$ cat src/rtl/td4_pkg.sv
// Shared widths, opcodes and state encoding for the TD4 execution controller.
package td4_pkg;

  localparam int unsigned ADDR_W  = 4;
  localparam int unsigned OP_W    = 4;
  localparam int unsigned IMM_W   = 4;
  localparam int unsigned STATE_W = 3;

  localparam logic [OP_W-1:0] JMP_OPCODE = OP_W'(4'hF);

  typedef enum logic [STATE_W-1:0] {
    ST_IDLE  = 3'd0,
    ST_LOAD  = 3'd1,
    ST_START = 3'd2,
    ST_RUN   = 3'd3,
    ST_HALT  = 3'd4,
    ST_STEP  = 3'd5
  } state_e;

endpackage

$ cat src/rtl/td4_load_ptr.sv
// Program-load write pointer: clears, advances per accepted word, wraps at memory depth.
module td4_load_ptr
  import td4_pkg::*;
(
  input  logic              clk,
  input  logic              rst_n,
  input  logic              clr,
  input  logic              inc,
  output logic [ADDR_W-1:0] wptr,
  output logic              last_c
);

  logic [ADDR_W-1:0] wptr_d, wptr_q;

  always_comb begin
    wptr_d = wptr_q;
    if (clr) begin
      wptr_d = '0;
    end else if (inc) begin
      wptr_d = wptr_q + ADDR_W'(1);
    end
  end

  always_ff @(posedge clk) begin
    if (!rst_n) begin
      wptr_q <= '0;
    end else begin
      wptr_q <= wptr_d;
    end
  end

  assign wptr   = wptr_q;
  assign last_c = (wptr_q == {ADDR_W{1'b1}});

endmodule

$ cat src/rtl/td4_exec_ctrl.sv
// TD4 sequencer: program load, CPU run/step/halt gating, jump-to-self halt detection.
// Optional breakpoint support is enabled by defining TD4_BREAKPOINT_EN.
module td4_exec_ctrl
  import td4_pkg::*;
(
  input  logic               clk,
  input  logic               rst_n,
  input  logic               load_req,
  input  logic               run_req,
  input  logic               step_req,
  input  logic               stop_req,
  input  logic               ld_valid,
  output logic               ld_ready,
  input  logic [OP_W-1:0]    ld_opcode,
  input  logic [IMM_W-1:0]   ld_imm,
  input  logic [ADDR_W-1:0]  pc,
  input  logic [OP_W-1:0]    fetch_opcode,
  input  logic [IMM_W-1:0]   fetch_imm,
  output logic [ADDR_W-1:0]  mem_addr,
  output logic               mem_write,
  output logic [OP_W-1:0]    mem_opcode,
  output logic [IMM_W-1:0]   mem_imm,
  output logic               cpu_en,
  output logic               cpu_restart,
  input  logic [ADDR_W-1:0]  bp_addr,
  input  logic               bp_en,
  output logic [STATE_W-1:0] state_o,
  output logic               load_done,
  output logic               halted
);

  state_e            state_d, state_q;
  logic              load_done_d, load_done_q;
  logic              bp_skip_d;
  logic              ptr_clr;
  logic              ptr_last_c;
  logic              halt_idiom_c;
  logic              bp_hit_c;
  logic [ADDR_W-1:0] wptr;

  td4_load_ptr u_load_ptr (
    .clk    (clk),
    .rst_n  (rst_n),
    .clr    (ptr_clr),
    .inc    (mem_write),
    .wptr   (wptr),
    .last_c (ptr_last_c)
  );

  assign halt_idiom_c = (fetch_opcode == JMP_OPCODE) && (ADDR_W'(fetch_imm) == pc);

`ifdef TD4_BREAKPOINT_EN
  // Skip flag lets a resumed run execute the breakpointed instruction once.
  logic bp_skip_q;

  always_ff @(posedge clk) begin
    if (!rst_n) begin
      bp_skip_q <= 1'b0;
    end else begin
      bp_skip_q <= bp_skip_d;
    end
  end

  assign bp_hit_c = bp_en && (pc == bp_addr) && !bp_skip_q;
`else
  logic unused_bp;
  assign unused_bp = ^{bp_en, bp_addr, bp_skip_d};
  assign bp_hit_c  = 1'b0;
`endif

  always_comb begin
    state_d     = state_q;
    load_done_d = load_done_q;
    bp_skip_d   = 1'b0;
    ptr_clr     = 1'b0;
    ld_ready    = 1'b0;
    mem_write   = 1'b0;
    mem_addr    = pc;
    mem_opcode  = '0;
    mem_imm     = '0;
    cpu_en      = 1'b0;
    cpu_restart = 1'b0;
    case (state_q)
      ST_IDLE: begin
        if (!stop_req) begin
          if (load_req) begin
            state_d     = ST_LOAD;
            load_done_d = 1'b0;
            ptr_clr     = 1'b1;
          end else if (run_req) begin
            state_d = ST_START;
          end
        end
      end
      ST_LOAD: begin
        mem_addr   = wptr;
        mem_opcode = ld_opcode;
        mem_imm    = ld_imm;
        // An abort withdraws ready so the loader never sees a dropped word as taken.
        if (stop_req) begin
          state_d = ST_IDLE;
          ptr_clr = 1'b1;
        end else begin
          ld_ready  = 1'b1;
          mem_write = ld_valid;
          if (ld_valid && ptr_last_c) begin
            state_d     = ST_IDLE;
            load_done_d = 1'b1;
          end
        end
      end
      ST_START: begin
        cpu_restart = 1'b1;
        state_d     = ST_RUN;
      end
      ST_RUN: begin
        cpu_en = 1'b1;
        if (bp_hit_c) begin
          cpu_en  = 1'b0;
          state_d = ST_HALT;
        end else if (stop_req || halt_idiom_c) begin
          state_d = ST_HALT;
        end
      end
      ST_HALT: begin
        if (!stop_req) begin
          if (load_req) begin
            state_d     = ST_LOAD;
            load_done_d = 1'b0;
            ptr_clr     = 1'b1;
          end else if (run_req) begin
            state_d   = ST_RUN;
            bp_skip_d = 1'b1;
          end else if (step_req) begin
            state_d = ST_STEP;
          end
        end
      end
      ST_STEP: begin
        cpu_en  = 1'b1;
        state_d = ST_HALT;
      end
      default: state_d = ST_IDLE;
    endcase
  end

  always_ff @(posedge clk) begin
    if (!rst_n) begin
      state_q     <= ST_IDLE;
      load_done_q <= 1'b0;
    end else begin
      state_q     <= state_d;
      load_done_q <= load_done_d;
    end
  end

  assign state_o   = state_q;
  assign load_done = load_done_q;
  assign halted    = (state_q == ST_HALT);

endmodule

$ cat config.mk
export PLATFORM = sky130hd
export DESIGN_NAME = td4_exec_ctrl
export DESIGN_NICKNAME = d
export VERILOG_FILES = /design/src/rtl/td4_pkg.sv /design/src/rtl/td4_load_ptr.sv /design/src/rtl/td4_exec_ctrl.sv
export SDC_FILE = /design/constraint.sdc
export NUM_CORES = 1
export LEC_CHECK = 0
export ABC_AREA = 1
export CAP_MARGIN = 25
export CORE_AREA = 4 4 41 43
export CTS_CLUSTER_DIAMETER = 30
export CTS_CLUSTER_SIZE = 25
export DETAILED_ROUTE_END_ITERATION = 8
export DIE_AREA = 0 0 45 47
export DONT_BUFFER_PORTS = 1
export PLACE_DENSITY = 0.7
export SLEW_MARGIN = 20
export SYNTH_ARGS = -nofsm -noshare
export SYNTH_HDL_FRONTEND = slang
export SYNTH_SLANG_ARGS = --single-unit
$ cat constraint.sdc
create_clock -name clk -period 2.16 [get_ports clk]
set_input_delay 0.324 -clock clk [delete_from_list [all_inputs] [get_ports clk]]
set_output_delay 0.324 -clock clk [all_outputs]
set_load 0.02 [all_outputs]
==> out/summary.log, run 1 <==
INFO  outcome        run_status=finished clean
INFO  logic_synthesis synth-compound-area-share=13.62%
INFO  route          initialDrtViolationCount=7
INFO  setup_path     worstPathRequired=1.84ns
INFO  route          drtAntennaViolNets=0
INFO  final_layout   synthToLayoutAreaGrowth=10.34%
INFO  grt            track_usage=17.67%
INFO  die            die-width=45um
INFO  power          power.share.combinational=39.3%
INFO  logic_synthesis postSynth.topFlopCell=sky130_fd_sc_hd__dfxtp_1
INFO  logic_synthesis synth_top_cells_by_area=sky130_fd_sc_hd__dfxtp_1 (22%), sky130_fd_sc_hd__nand2_1 (15%), sky130_fd_sc_hd__inv_1 (14%), sky130_fd_sc_hd__nor2_1 (11%), sky130_fd_sc_hd__nand3_1 (5.5%)
INFO  die            top_level_pins=53
INFO  setup_path     endpoint_kind=output pin
INFO  job            maxCapViolCount=0
INFO  power          p_leak=0.4210nW
INFO  setup_path     worstSetupStartpointType=register
INFO  timing         tightestPinTransition=0.8111ns
INFO  die            design.die.area=0.002115mm^2
INFO  logic_synthesis synth_area_leader_cell=sky130_fd_sc_hd__dfxtp_1
INFO  clock_network  numCtsBuffers=3
INFO  clock_network  clock_tree.root_cell=sky130_fd_sc_hd__clkbuf_4
INFO  final_layout   antenna-diode-count=0
INFO  logic_synthesis synth_top_family_by_area=simple AND/OR/NAND/NOR gates
INFO  grt            grt_antenna_before_repair=0
INFO  final_layout   drive_gt1_share=13.87%
INFO  power          net-switching-power=0.2002mW
INFO  timing         setup_repair_after_global_routing_missed_its_margin=no
INFO  power          power.density=596.8mW/mm^2
INFO  logic_synthesis post-synth-top-area-fraction=22.07%
INFO  die            core_area=0.001301mm^2
INFO  timing         fin_crit=2.007ns
INFO  logic_synthesis synth.ff_latch_count=8
INFO  logic_synthesis synth_nets=162
INFO  timing         max-slew-margin-rel=45.35%
INFO  timing         slew_violations=0
INFO  logic_synthesis synth_cells=129
INFO  final_layout   seqCellArea=160.2um^2
INFO  power          cell_internal_pwr=0.2777mW
INFO  timing         final_min_period_over_clock_period=92.93%
INFO  route          detail_route.wl_per_cell=11.18um
INFO  placement      total_half_perimeter_wirelength_after_legalization_and_detailed_placement=1.431mm
INFO  min_path       worst_hold_path_type=in -> reg
INFO  logic_synthesis count_of_yosys_warnings_during_synthesis=0
INFO  clock_network  tritoncts=yes
INFO  setup_path     cp_max_fo=11
INFO  placement      place_congestion=0.8178
INFO  logic_synthesis yosys.area_share.adder=1.724%
INFO  power          worst_ir_drop_vdd=468.4uV
INFO  logic_synthesis yosys-mux-area-fraction=0%
INFO  placement      io_buffers=0
INFO  final_layout   filler_cell_count=125
INFO  timing         post_route_setup_tns=0ns
INFO  power          sequentialPowerShare=36.5%
INFO  die            initial_utilization=55.77%
INFO  logic_synthesis avgSynthCellArea=5.626um^2
INFO  logic_synthesis xor_xnor_fraction_of_synth_area=2.414%
INFO  route          num_vias=760
INFO  clock_network  post_cts_buffers=0
INFO  timing         clock_skew=0.0001709ns
INFO  grt            vias_in_the_first_global_route=681
INFO  logic_synthesis post_synth_instance_area=725.7um^2
INFO  clock_network  clk_transition_reported_paths=0.05ns
INFO  die            dieHeight=47um
INFO  timing         max_freq=498.2MHz
INFO  logic_synthesis synth.distinct_cells=24
INFO  power          power.switching_fraction=41.90%
INFO  grt            grt.overflow.total=0
INFO  logic_synthesis synth-seq-area-share=22.07%
INFO  power          power=0.4779mW
INFO  timing         setup_violations=0
INFO  die            std_cell_rows=13
INFO  setup_path     cp.arrival=1.68ns
INFO  timing         hold_violations=0
INFO  clock_network  clock-sinks=8
INFO  grt            grt_max_degree=12
INFO  clock_network  cts.path.max_buffers=2
INFO  route          first_drt_pass_iteration_count=3
INFO  setup_path     critical_path_class=reg -> out
INFO  clock_network  clk_latency=0.25ns
INFO  logic_synthesis proportion_of_register_bits_with_asynchronous_set_or_reset_after_synthesis=0%
INFO  final_layout   combined_area_of_the_multi_input_logic_cells=445.4um^2
INFO  grt            grt_pass1_wl=2.691mm
INFO  route          postRouteWirelength=1.700mm
INFO  clock_network  cts_repair_resize_count=0
INFO  power          p_clk_share=24.2%
INFO  route          routed_via_density=5.000
INFO  logic_synthesis synth_simple_gate_area_share=43.62%
INFO  logic_synthesis synth-edff-count=0
INFO  route          remaining_drc_errors=0
INFO  final_layout   nNetsFinal=172
INFO  clock_network  clock_tree.htree_level_count=1
INFO  clock_network  ctsHoldBuffers=0
## sequential cells by signal (all words and copies together), names as in the netlist
signal / cells
u_load_ptr.wptr: 4
state_o: 3
load_done: 1
## path summary, 6_finish.rpt
| check | slack (ns) | depth (start not counted) | to | start |
|---|---|---|---|---|
| min | 0.19 | 2 | state_o[2] | rst_n |
| min reg2reg | 0.52 | 2 | u_load_ptr.wptr[1] | u_load_ptr.wptr[1] |
| max reg2reg | 0.42 | 9 | u_load_ptr.wptr[0] | state_o[1] |
| max | 0.15 | 6 | mem_write | state_o[0] |
## cells in the final DEF (no fill, tap or decap)
cell                       count
sky130_fd_sc_hd__nand2_1      29
sky130_fd_sc_hd__buf_4         6
sky130_fd_sc_hd__xnor2_1       1
sky130_fd_sc_hd__nand3_2       1
sky130_fd_sc_hd__nor2_4        2
sky130_fd_sc_hd__inv_2         1
sky130_fd_sc_hd__clkbuf_4      3
sky130_fd_sc_hd__nand3_1       8
sky130_fd_sc_hd__nand3b_1      1
sky130_fd_sc_hd__nand2_2       4
sky130_fd_sc_hd__inv_1        27
sky130_fd_sc_hd__ha_1          1
sky130_fd_sc_hd__o21ai_1       1
sky130_fd_sc_hd__nor2_1       21
sky130_fd_sc_hd__o21ai_0       7
sky130_fd_sc_hd__nor2_2        1
sky130_fd_sc_hd__dfxtp_1       8
sky130_fd_sc_hd__a21oi_2       1
sky130_fd_sc_hd__o211ai_1      1
sky130_fd_sc_hd__a21oi_1       7
sky130_fd_sc_hd__nor3_1        2
sky130_fd_sc_hd__clkinv_1      1
sky130_fd_sc_hd__nor3b_1       1
sky130_fd_sc_hd__xor2_1        1
sky130_fd_sc_hd__o21a_1        1
## critical path, stage by stage (launching register included)
cell	delay, ns
sky130_fd_sc_hd__dfxtp_1	0.54
sky130_fd_sc_hd__nand2_2	0.13
sky130_fd_sc_hd__nor2_4	0.18
sky130_fd_sc_hd__inv_2	0.13
sky130_fd_sc_hd__nor2_2	0.16
sky130_fd_sc_hd__nand2_2	0.12
sky130_fd_sc_hd__clkinv_1	0.17
## per-layer routing
layer | wire length [um] | track usage [%] | vias to the layer above
li1 | - | - | 410
met1 | 715 | 20.87 | 316
met2 | 795 | 27.68 | 30
met3 | 167 | 7.280 | 4
met4 | 21 | 8.772 | 0
met5 | 0 | 0 | -
## power groups by stage
| stage | sequential (mW) | combinational [mW] | clock (mW) |
|---|---|---|---|
| 3_5_place_dp | 0.178 | 0.189 | 0 |
| 4_1_cts | 0.175 | 0.189 | 0.119 |
| 5_1_grt | 0.176 | 0.209 | 0.132 |
| 2_1_floorplan | 0.180 | 0.150 | 0 |
| 3_3_place_gp | 0.177 | 0.185 | 0 |
| 6_report | 0.174 | 0.188 | 0.116 |
## stage by stage
stage / cell area, um^2 / utilization (%) / instances / setup WS [ns] / hold slack (ns)
2_1_floorplan: 725.7 / - / 129 / 0.4645 / 0.4446
3_3_place_gp: 778.2 / 59.81 / 149 / 0.4475 / 0.4488
3_5_place_dp: 778.2 / 59.81 / 149 / 0.4147 / 0.4529
4_1_cts: 800.8 / 61.54 / 152 / 0.1363 / 0.1840
5_1_grt: 800.8 / 61.54 / 152 / 0.03765 / 0.1928
6_report: 800.8 / 61.54 / 152 / 0.1528 / 0.1878
## kinds of logic (layout without fill, tap and decap cells)
family | after synthesis | in the layout
xor+xnor | 2 | 2
buf+inv | 30 | 38
simple gates | 70 | 70
flops | 8 | 8
compound gates | 18 | 18
fa+ha+maj | 1 | 1
## cell type report
| cell class | instances | share of cell area (%) |
|---|---|---|
| multi-input cells | 91 | 55.62 |
| clock buffers | 3 | 2.812 |
| repair buffers | 6 | 5.625 |
| inverters | 29 | 13.59 |
| well taps | 15 | 2.344 |
| flip-flops and latches | 8 | 20.00 |
## cell usage after synthesis (2+ instances only)
cell type and instances:
sky130_fd_sc_hd__nand2_1 29, sky130_fd_sc_hd__inv_1 27, sky130_fd_sc_hd__nor2_1 21, sky130_fd_sc_hd__dfxtp_1 8, sky130_fd_sc_hd__nand3_1 8, sky130_fd_sc_hd__a21oi_1 7
sky130_fd_sc_hd__o21ai_0 7, sky130_fd_sc_hd__nand2_2 4, sky130_fd_sc_hd__nor2_4 2, sky130_fd_sc_hd__nor3_1 2
Note: power is estimated with default switching activity, not from simulation.
==> run 2: changes to the inputs <==
--- a/config.mk
+++ b/config.mk
@@ -7,13 +7,14 @@
 export LEC_CHECK = 0
 export ABC_AREA = 1
 export CAP_MARGIN = 25
-export CORE_AREA = 4 4 41 43
+export CORE_MARGIN = 4
+export CORE_UTILIZATION = 54
 export CTS_CLUSTER_DIAMETER = 30
 export CTS_CLUSTER_SIZE = 25
 export DETAILED_ROUTE_END_ITERATION = 8
-export DIE_AREA = 0 0 45 47
 export DONT_BUFFER_PORTS = 1
-export PLACE_DENSITY = 0.7
+export PLACE_DENSITY = 0.69
+export RECOVER_POWER = 100
 export SLEW_MARGIN = 20
 export SYNTH_ARGS = -nofsm -noshare
 export SYNTH_HDL_FRONTEND = slang
==> run 2 against run 1 <==
Non-clock buffer count did not move. Sequential share of layout area rose by 0.74 points. Die area fell by 5.7%. Utilization rose by 4.1 points. Sequential power barely moved. Setup slack improved by 0.077 ns. Critical path type unchanged. Critical endpoint unchanged. Largest cell class unchanged.
==> out/summary.log, run 2 (synthesis gave the netlist of run 1 again) <==
INFO  outcome        run_status=finished clean
INFO  grt            grt_antenna_before_repair=0
INFO  clock_network  cts_repair_resize_count=0
INFO  timing         clock_skew=0.001437ns
INFO  die            die-width=44.66um
INFO  timing         post_route_setup_tns=0ns
INFO  power          p_clk_share=23.9%
INFO  route          first_drt_pass_iteration_count=4
INFO  clock_network  cts.path.max_buffers=2
INFO  grt            grt.overflow.total=0
INFO  power          worst_ir_drop_vdd=406.7uV
INFO  setup_path     critical_path_buf_inv_count=3
INFO  final_layout   instances_no_fill=151
INFO  timing         setup_repair_after_global_routing_missed_its_margin=no
INFO  final_layout   final_common_cell=sky130_fd_sc_hd__nand2_1
INFO  placement      total_half_perimeter_wirelength_after_legalization_and_detailed_placement=1.407mm
INFO  timing         setup_violations=0
INFO  setup_path     critical_path_class=reg -> out
INFO  timing         final_min_period_over_clock_period=89.38%
INFO  power          cell_internal_pwr=0.2679mW
INFO  power          power.share.combinational=38.3%
INFO  timing         tightestPinTransition=0.8560ns
INFO  timing         finalHoldWorstSlack=0.1965ns
INFO  final_layout   synthToLayoutAreaGrowth=7.241%
INFO  placement      io_buffers=0
INFO  route          remaining_drc_errors=0
INFO  grt            gr-max-usage-layer=met2
INFO  setup_path     worstPathRequired=1.84ns
INFO  power          power.density=595.9mW/mm^2
INFO  setup_path     worstSetupStartpointType=register
INFO  grt            vias_in_the_first_global_route=677
INFO  clock_network  clock_tree.root_cell=sky130_fd_sc_hd__clkbuf_4
INFO  placement      place_congestion=0.8383
INFO  final_layout   layout_common_cells=sky130_fd_sc_hd__nand2_1 (29), sky130_fd_sc_hd__inv_1 (27), sky130_fd_sc_hd__nor2_1 (21)
INFO  setup_path     cp_cell_sequence=inv_1 > nand2_2 > nor2_4 > inv_2 > nor2_2 > nand2_2 > clkinv_1
INFO  clock_network  clk_transition_reported_paths=0.05ns
INFO  timing         fin_crit=1.931ns
INFO  route          initialDrtViolationCount=15
INFO  die            top_level_pins=53
INFO  timing         slew_violations=0
INFO  setup_path     cp.arrival=1.61ns
INFO  placement      placement.setup.worst_slack=0.4098ns
INFO  grt            use_met2=25.50%
INFO  min_path       worst_hold_path_type=in -> reg
INFO  setup_path     path_delay_family=buffers and inverters
INFO  grt            grt_pass1_wl=2.642mm
INFO  final_layout   drive_gt1_share=10.22%
INFO  die            initial_utilization=61.18%
INFO  timing         max-slew-margin-rel=42.33%
INFO  power          power.switching_fraction=42.24%
INFO  clock_network  post_cts_buffers=0
INFO  route          postRouteWirelength=1.680mm
INFO  clock_network  ctsHoldBuffers=0
INFO  setup_path     critical_path.max_stage_delay=0.47ns
INFO  die            std_cell_rows=12
INFO  setup_path     crit_top_cell=sky130_fd_sc_hd__nand2_2
INFO  job            maxCapViolCount=0
INFO  die            core_area=0.001186mm^2
INFO  clock_network  clk_latency=0.25ns
INFO  power          p_leak=0.3978nW
INFO  route          routed_via_density=5.106
INFO  grt            grt_max_degree=12
INFO  grt            globalRouteMet1Util=24.88%
INFO  die            dieHeight=44.66um
INFO  timing         fin_ws=0.2295ns
INFO  grt            grt_use_met3=2.033%
INFO  grt            track_usage=17.02%
INFO  route          num_vias=771
INFO  power          net-switching-power=0.1959mW
INFO  clock_network  clock-sinks=8
INFO  timing         max_freq=518.0MHz
INFO  placement      placed_cells_incl_taps=148
INFO  final_layout   largest_register_ffs=4
INFO  setup_path     endpoint_kind=output pin
INFO  clock_network  numCtsBuffers=3
INFO  setup_path     crit_path_top_delay_cell=sky130_fd_sc_hd__dfxtp_1
INFO  timing         hold_violations=0
INFO  route          drtAntennaViolNets=0
INFO  die            design.die.area=0.001995mm^2
INFO  route          detail_route.wl_per_cell=11.13um
INFO  clock_network  clock_tree.htree_level_count=1
INFO  power          sequentialPowerShare=37.8%
INFO  final_layout   antenna-diode-count=0
INFO  clock_network  tritoncts=yes
INFO  final_layout   nNetsFinal=172
INFO  setup_path     cp_max_fo=11
==> run 2: changes by cell type in the layout (fill, tap and decap cells not counted) <==
| cell | previous run | this run |
|---|---|---|
| sky130_fd_sc_hd__dfxtp_2 | 0 | 1 |
| sky130_fd_sc_hd__buf_4 | 6 | 0 |
| sky130_fd_sc_hd__clkbuf_1 | 0 | 6 |
| sky130_fd_sc_hd__dfxtp_1 | 8 | 7 |
==> run 2: worst reg2reg max path, cell delays in order, from the launching register on <==
cell	delay (ns)
sky130_fd_sc_hd__dfxtp_1	0.47
sky130_fd_sc_hd__inv_1	0.11
sky130_fd_sc_hd__nand2_2	0.10
sky130_fd_sc_hd__nor2_4	0.06
sky130_fd_sc_hd__inv_2	0.17
sky130_fd_sc_hd__nor2_2	0.07
sky130_fd_sc_hd__nand2_2	0.13
sky130_fd_sc_hd__clkinv_1	0.24
sky130_fd_sc_hd__a21oi_1	0.20
sky130_fd_sc_hd__o21a_1	0.12
==> run 2: area by class of cell <==
type / instances / area, um^2
well taps: 14 / 17.52
flip-flops and latches: 8 / 161.4
multi-input cells: 91 / 445.4
repair buffers: 6 / 22.52
inverters: 29 / 108.9
clock buffers: 3 / 22.52
fillers: 122 / 407.9
==> run 2: path summary, 6_finish.rpt <==
path | slack (ns) | cells past startpoint | endpoint | startpoint
setup / recovery | 0.23 | 7 | mem_write | state_o[1]
hold / removal | 0.20 | 2 | state_o[2] | rst_n
setup reg to reg | 0.43 | 9 | u_load_ptr.wptr[0] | state_o[1]
hold reg to reg | 0.52 | 2 | u_load_ptr.wptr[1] | u_load_ptr.wptr[1]
==> run 2: per-layer routing <==
layer	vias to the layer above	wire, um
met5	-	0
met4	0	8
met3	2	229
met2	39	734
met1	318	707
li1	412	-
==> run 2: power groups by stage <==
stage	combinational [mW]	clock, mW	sequential, mW
floorplan	0.150	0	0.180
global placement	0.185	0	0.178
detailed placement	0.189	0	0.178
CTS	0.189	0.115	0.175
global route	0.200	0.123	0.177
finish	0.178	0.111	0.175
==> run 2: per-stage QoR <==
stage               utilization, %  area, um^2  total power [mW]
floorplan                        -       725.7            0.3299
global placement             65.51       777.0            0.3626
detailed placement           65.51       777.0            0.3663
CTS                          67.41       799.5            0.4783
global route                 65.61       778.2            0.5010
finish                       65.61       778.2            0.4637
